### config.mk
export PLATFORM = sky130hd
export DESIGN_NAME = array_stream_reader
export DESIGN_NICKNAME = d
export VERILOG_FILES = /design/src/rtl/array_pkg.sv /design/src/rtl/array_index_counter.sv /design/src/rtl/array_stream_reader.sv
export SDC_FILE = /design/constraint.sdc
export NUM_CORES = 1
export LEC_CHECK = 0
export ABC_AREA = 1
export ABC_CLOCK_PERIOD_IN_PS = 1600
export CAP_MARGIN = 10
export CORE_MARGIN = 1.5
export CORE_UTILIZATION = 30
export CTS_CLUSTER_SIZE = 25
export DETAILED_ROUTE_END_ITERATION = 10
export PLACE_DENSITY_LB_ADDON = 0.25
export SYNTH_ARGS = -nofsm -noshare
export SYNTH_HDL_FRONTEND = slang
export SYNTH_SLANG_ARGS = --single-unit
### constraint.sdc
create_clock -name i_clk -period 1.6 [get_ports i_clk]
set_input_delay 0.48 -clock i_clk [delete_from_list [all_inputs] [get_ports i_clk]]
set_output_delay 0.48 -clock i_clk [all_outputs]
set_load 0.03 [all_outputs]
### src/rtl/array_pkg.sv
// Shared definitions for the array streaming data path.
//   state_t : reader FSM states
//   idx_w   : index width for a dimension of n entries (clog2, minimum 1 bit)
package array_pkg;

  typedef enum logic [0:0] {
    IDLE   = 1'b0,
    STREAM = 1'b1
  } state_t;

  function automatic int idx_w(input int n);
    return (n > 1) ? $clog2(n) : 1;
  endfunction

endpackage

### src/rtl/array_index_counter.sv
// Two-level row/col index counter, row-major order.
// Ports:
//   clk, rst : clock, async active-high reset
//   clr      : force indices to [0][0]
//   inc      : advance to the next element
//   row, col : current indices
//   last     : indices point at [ROWS-1][COLS-1]
//   wrap     : advancing from the last element back to [0][0] this cycle
module array_index_counter
  import array_pkg::*;
#(
  parameter  int ROWS = 2,
  parameter  int COLS = 2,
  localparam int RW   = idx_w(ROWS),
  localparam int CW   = idx_w(COLS)
) (
  input  logic          clk,
  input  logic          rst,
  input  logic          clr,
  input  logic          inc,
  output logic [RW-1:0] row,
  output logic [CW-1:0] col,
  output logic          last,
  output logic          wrap
);

  logic col_end;

  // With a single column/row the compare is always true, so that index never moves.
  assign col_end = (col == CW'(COLS - 1));
  assign last    = col_end && (row == RW'(ROWS - 1));
  assign wrap    = inc && last;

  always_ff @(posedge clk or posedge rst) begin
    if (rst) begin
      row <= '0;
      col <= '0;
    end else if (clr || wrap) begin
      row <= '0;
      col <= '0;
    end else if (inc) begin
      if (col_end) begin
        col <= '0;
        row <= row + RW'(1);
      end else begin
        col <= col + CW'(1);
      end
    end
  end

endmodule

### src/rtl/array_stream_reader.sv
// Captures a ROWS x COLS array of WIDTH-bit words in one cycle and streams the
// elements out row-major on a valid/ready interface.
// Ports:
//   i_clk, i_rst   : clock, async active-high reset
//   i_load         : capture request (honoured only while idle)
//   i_array        : unpacked [ROWS][COLS] array of WIDTH-bit words
//   o_busy         : array held, stream in progress
//   o_valid/i_ready: element handshake
//   o_data         : current element, o_row/o_col its indices
//   o_last         : current element is [ROWS-1][COLS-1]
//   o_done         : one-cycle pulse after the final transfer
module array_stream_reader
  import array_pkg::*;
#(
  parameter  int WIDTH = 10,
  parameter  int ROWS  = 2,
  parameter  int COLS  = 2,
  localparam int RW    = idx_w(ROWS),
  localparam int CW    = idx_w(COLS)
) (
  input  logic             i_clk,
  input  logic             i_rst,
  input  logic             i_load,
  input  logic [WIDTH-1:0] i_array [ROWS][COLS],
  output logic             o_busy,
  output logic             o_valid,
  input  logic             i_ready,
  output logic [WIDTH-1:0] o_data,
  output logic [RW-1:0]    o_row,
  output logic [CW-1:0]    o_col,
  output logic             o_last,
  output logic             o_done
);

  typedef logic [WIDTH-1:0] elem_t;

  state_t  state;
  elem_t   store [ROWS][COLS];
  elem_t   sel;
  logic    done_q;
  logic    streaming;
  logic    xfer;
  logic    capture;
  logic    idx_last;
  logic    idx_wrap;

  assign streaming = (state == STREAM);
  assign xfer      = streaming && i_ready;
  assign capture   = (state == IDLE) && i_load;

  array_index_counter #(
    .ROWS (ROWS),
    .COLS (COLS)
  ) u_idx (
    .clk  (i_clk),
    .rst  (i_rst),
    .clr  (capture),
    .inc  (xfer),
    .row  (o_row),
    .col  (o_col),
    .last (idx_last),
    .wrap (idx_wrap)
  );

  always_ff @(posedge i_clk or posedge i_rst) begin
    if (i_rst) begin
      state  <= IDLE;
      done_q <= 1'b0;
      for (int r = 0; r < ROWS; r++)
        for (int c = 0; c < COLS; c++)
          store[r][c] <= '0;
    end else begin
      done_q <= 1'b0;
      case (state)
        IDLE: begin
          if (i_load) begin
            store <= i_array;
            state <= STREAM;
          end
        end
        STREAM: begin
          if (idx_wrap) begin
            state  <= IDLE;
            done_q <= 1'b1;
          end
        end
        default: state <= IDLE;
      endcase
    end
  end

  // Compare-based element mux: avoids index-width mismatches when a dimension is 1.
  always_comb begin
    sel = '0;
    for (int r = 0; r < ROWS; r++)
      for (int c = 0; c < COLS; c++)
        if (o_row == RW'(r) && o_col == CW'(c))
          sel = store[r][c];
  end

  assign o_busy  = streaming;
  assign o_valid = streaming;
  assign o_data  = streaming ? sel : '0;
  assign o_last  = streaming && idx_last;
  assign o_done  = done_q;

endmodule

After elaboration in Yosys (flattened, before gate mapping)
Index checks and enable logic that the tools add are counted.
{"block": "classes", "magnitude_cmp": 0, "eq_ne": 0, "shifts": 0, "bitwise": 3, "n_addsub": 2, "div_mod_pow": 0, "mux": 16, "reduce_logical": 13, "mul": 0}
{"operator": "$mux 10", "n": 5}
{"operator": "$mux 1", "n": 10}
{"operator": "$logic_and 1x1->1", "n": 8}
{"operator": "$reduce_and 2->1", "n": 2}
{"operator": "$reduce_bool 2->1", "n": 2}
{"operator": "$not 1->1", "n": 3}
{"operator": "$add 1x1->1 const B", "n": 2}
{"operator": "$pmux 1 s2", "n": 1}
{"operator": "$logic_or 1x1->1", "n": 1}
{"block": "totals", "register_bits": 44, "inputBits": 44, "mem_bits_rw": 0, "latchBits": 0, "memories": 0, "romBits": 0}

Depth between registers and ports, before layout
{"block": "logic_depth", "ltp_word": 7, "mapped_depth": 6, "depth_no_buf": 6}

Modules after synthesis
A second synthesis with hierarchy kept.
{"block": "unflattened", "cells_unflattened": 276, "area_unflattened_um2": 2118.3}
{"mod": "array_stream_reader", "instances": 1, "cells_each": 260, "area_each_um2": 2011.9}
{"mod": "array_index_counter", "instances": 1, "cells_each": 16, "area_each_um2": 106.4}

Worst setup path after synthesis
OpenSTA, ideal clock, no wires.
{"block": "synth_timing", "kind": "register to output", "startpoint": "register u_idx.row", "endpoint": "output port o_data[5]", "path_stages_with_launch": 5, "setup_slack_ps": -483, "arrival_time_ps": 1603, "required_ps": 1120, "cell_sequence": "dfrtp_1 > nor2_1 > nand2_1 > nand2_1 > o21ai_0"}
{"block": "synth_between", "elab_chain_cells": 7}
{"element": "from (decl)", "line": "array_index_counter.sv:21", "text": "output logic [RW-1:0] row,"}
{"element": "from (signal assigned)", "line": "array_index_counter.sv:44", "text": "row <= row + RW'(1);"}
{"element": "$not 1->1", "line": "array_stream_reader.sv:97", "text": "if (o_row == RW'(r) && o_col == CW'(c))"}
{"element": "$logic_and 1x1->1", "line": "array_stream_reader.sv:97"}
{"element": "$mux 10 (3 in a row)", "line": "array_stream_reader.sv:97"}
{"element": "$mux 10 (*)", "line": "array_stream_reader.sv:97"}
{"element": "$mux 10 (*)", "line": "array_stream_reader.sv:103", "text": "assign o_data = streaming ? sel : '0;"}
{"element": "to (decl)", "line": "array_stream_reader.sv:28", "text": "output logic [WIDTH-1:0] o_data,"}
Mark *: on every way between the ends. The rest lies on a longest branch, timed or not.

Worst setup path in the final report
{"block": "layout_timing", "startpoint": "register u_idx.row", "endpoint": "output port o_data[0]"}
The elaborated chain is that of the path after synthesis.

==> impl_metrics.env <==
export IMPL_met1_usage=0.203
export IMPL_yosys_area_share_simple=0.348
export IMPL_ios=60
export IMPL_final_layout_size_suffix_gt1_frac=0.262
export IMPL_worstReg2RegStart="o_busy"
export IMPL_start_kind="register"
export IMPL_p_leak_nw=1.59
export IMPL_outcome="finished, violations left"
export IMPL_cp_top_family="flip-flops"
export IMPL_hold_buffers=0
export IMPL_track_usage=0.153
export IMPL_use_met2=0.254
export IMPL_die_w_um=88.3
export IMPL_syn_area_um2=2180
export IMPL_antenna_left=0
export IMPL_synth_compound_area_frac=0.0716
export IMPL_drt_total_wl_um=5550
export IMPL_critical_path_class="reg2out"
export IMPL_wl_per_cell_um=12.5
export IMPL_synth_area_leaders="dfrtp_1 50%, nand2_1 19%, nand3_1 8.0%"
export IMPL_tns_ps=-3700
export IMPL_whs_endpoint="store[2]"
export IMPL_min_path_cells=2
export IMPL_cts_tree="done"
export IMPL_pwr_density_cell_nw_per_um2=2060
export IMPL_viasPerCell=4.47
export IMPL_finalWeightedCongestion=0.757
export IMPL_start_util=0.316
export IMPL_grt_max_degree=45
export IMPL_ys_ff_latch=44
export IMPL_relSlewSlack=0.769
export IMPL_rsz0062_at_grt="yes"
export IMPL_maxCapViolations=0
export IMPL_synth_fp_nets=318
export IMPL_layout_cells_non_filler=443
export IMPL_antenna_found_initial=0
export IMPL_first_pass_iters=4
export IMPL_syn_area_per_cell_um2=7.97
export IMPL_synth_cells=274
export IMPL_timing_final_crit_period_ps=1950
export IMPL_die_h_um=88.3
export IMPL_slowest_stage="dfrtp_2"
export IMPL_clkTransAtPathRegs_ps=90
export IMPL_synthAdderAreaFrac=0
export IMPL_core_area_um2=6910
export IMPL_hold_viol_final=0
export IMPL_rows=30
export IMPL_synth_area_mux_share=0
export IMPL_min_path_type="reg2reg"
export IMPL_arrival_ps=1470
export IMPL_finalPower_mw=6.70
export IMPL_setup_ws_ps=-353
export IMPL_grt_util_met3=0.0336
export IMPL_dp_slack_ps=-98.8
export IMPL_post_route_util=0.470
export IMPL_synth_xor_area_frac=0
export IMPL_vias=1978
export IMPL_dp_cells=432
export IMPL_drv_slew=0
export IMPL_cts_sinks=44
export IMPL_io_buffers=59
export IMPL_yosysWarnings=0
export IMPL_grt_pass1_vias=1983
export IMPL_n_antenna_cell=0
export IMPL_grt_remaining_overflow=0
export IMPL_yosysSeqAreaShare=0.504
export IMPL_cts_buffers=5
export IMPL_crit_buf_inv=2
export IMPL_dp_hpwl_um=3990
export IMPL_cp_end_kind="primary output"
export IMPL_cts_buffer_depth=2
export IMPL_root_buffer="clkbuf_8"
export IMPL_tightestPinTransition_ps=347
export IMPL_finalCritPeriodShare=1.22
export IMPL_skew_ps=5.62
export IMPL_hp_start="store[2]"
export IMPL_clk_latency_ps=300
export IMPL_fmax_mhz=512
export IMPL_slowest_delay_ps=460
export IMPL_synth_top_family_by_area="simple AND/OR/NAND/NOR gates"
export IMPL_drt_initial_drc_count=46
export IMPL_required_ps=1120
export IMPL_max_vdd_ir_drop_mv=1.01
export IMPL_rr_worst_depth=6
export IMPL_drc_errors=0
export IMPL_cp_max_fo=7
export IMPL_area_growth_pct=48.6
export IMPL_h_tree_depth=2
export IMPL_busiest_layer="met2"
export IMPL_ys_types=21
export IMPL_yosys_area_top_type="dfrtp_1"
export IMPL_violations="negative setup slack"
export IMPL_r2r_end="u_idx.row"
export IMPL_grt_pass1_wl_um=9180
export IMPL_synth_top_cell_area_share=0.504
export IMPL_worstPathCellList="buf_6 > nor2_4 > nand2_1 > nand2_1 > nand2_2 > nand2_4 > buf_6"
export IMPL_rrSetupSlack_ps=70
export IMPL_nNetsFinal=390
export IMPL_setup_violations=12
export IMPL_fp_dieArea_um2=7800
power by group:
| part | switching, mW | total [mW] | internal [mW] |
|---|---|---|---|
| Sequential | 0.342 | 1.97 | 1.63 |
| Clock | 0.384 | 0.736 | 0.351 |
| Combinational | 2.30 | 3.99 | 1.70 |
worst max path at each step:
stage                end  cells past startpoint  slack, ps  startpoint
4_1_cts        o_data[1]                      7       -350   u_idx.row
3_3_place_gp   o_data[3]                      7        -80   u_idx.row
2_1_floorplan  o_data[6]                      5          8   u_idx.col
5_1_grt        o_data[0]                      7       -460   u_idx.row
3_5_place_dp   o_data[1]                      7       -100   u_idx.row
6_report       o_data[0]                      7       -350   u_idx.row
repair_timing:
item	CTS	global route
endpoints found under the setup margin	12	15
buffers inserted	3	0
pin swaps	9	4
resized for setup	33	7
stage by stage:
stage / cell area [µm²] / hold WS [ps]
floorplan: 2270 / 433
global placement: 2990 / 453
detailed placement: 2990 / 458
CTS: 3220 / 479
global route: 3250 / 495
finish: 3250 / 472
per-layer routing:
layer	routed length, µm	up-vias
li1	-	1005
met1	2620	905
met2	2560	60
met3	305	8
met4	65	0
met5	0	-
registers in the layout, indices dropped and copies added (netlist names):
register and cells:
o_busy 1, o_done 1, store 40, u_idx.col 1, u_idx.row 1
synth_stat cells (all sizes together):
cell type    n
nand3b       1
nand3       37
buf         15
clkbuf       1
nand2      112
nor2        28
o21ai       12
inv         13
dfrtp       44
a21oi       11
layout by cell type, fill, tap and decap left out:
cell type / n
nand2_1: 93
clkdlybuf4s50_1: 43
dfrtp_1: 41
nand3_1: 33
nor2_1: 23
buf_6: 22
buf_4: 13
inv_1: 10
nand2_4: 10
a21oi_2: 10
nand2_2: 9
o21ai_1: 7
clkbuf_8: 6
nand3_2: 4
nor2_4: 3
dfrtp_2: 3
o21ai_0: 2
nor2_2: 2
o21ai_4: 2
clkinvlp_4: 2
buf_12: 2
inv_4: 1
inv_6: 1
a21oi_1: 1
nand3b_1: 1
o21ai_2: 1
clkbuf_1: 1
dlygate4sd2_1: 1
cell families (layout without fill, tap and decap cells):
kind of cell	after synthesis	in the layout
and+or+nand+nor	178	178
AOI/OAI and AO/OA	23	23
DFF	44	44
buffers and inverters	29	102
worst reg2reg max path: stages (launching register included):
cell     delay (ps)
dfrtp_2         470
inv_4            80
buf_4           320
nand2_4         130
buf_12          180
o21ai_1         120
o21ai_0         120
final cells by class:
type | count | area, µm²
inverter | 13 | 60.1
clock inverter | 1 | 7.51
multi-input combinational | 201 | 1040
timing repair buffer | 81 | 825
fill | 717 | 3660
sequential | 44 | 1100
clock buffer | 7 | 86.3
tap | 96 | 120
Note: power is estimated with default switching activity, not from simulation.
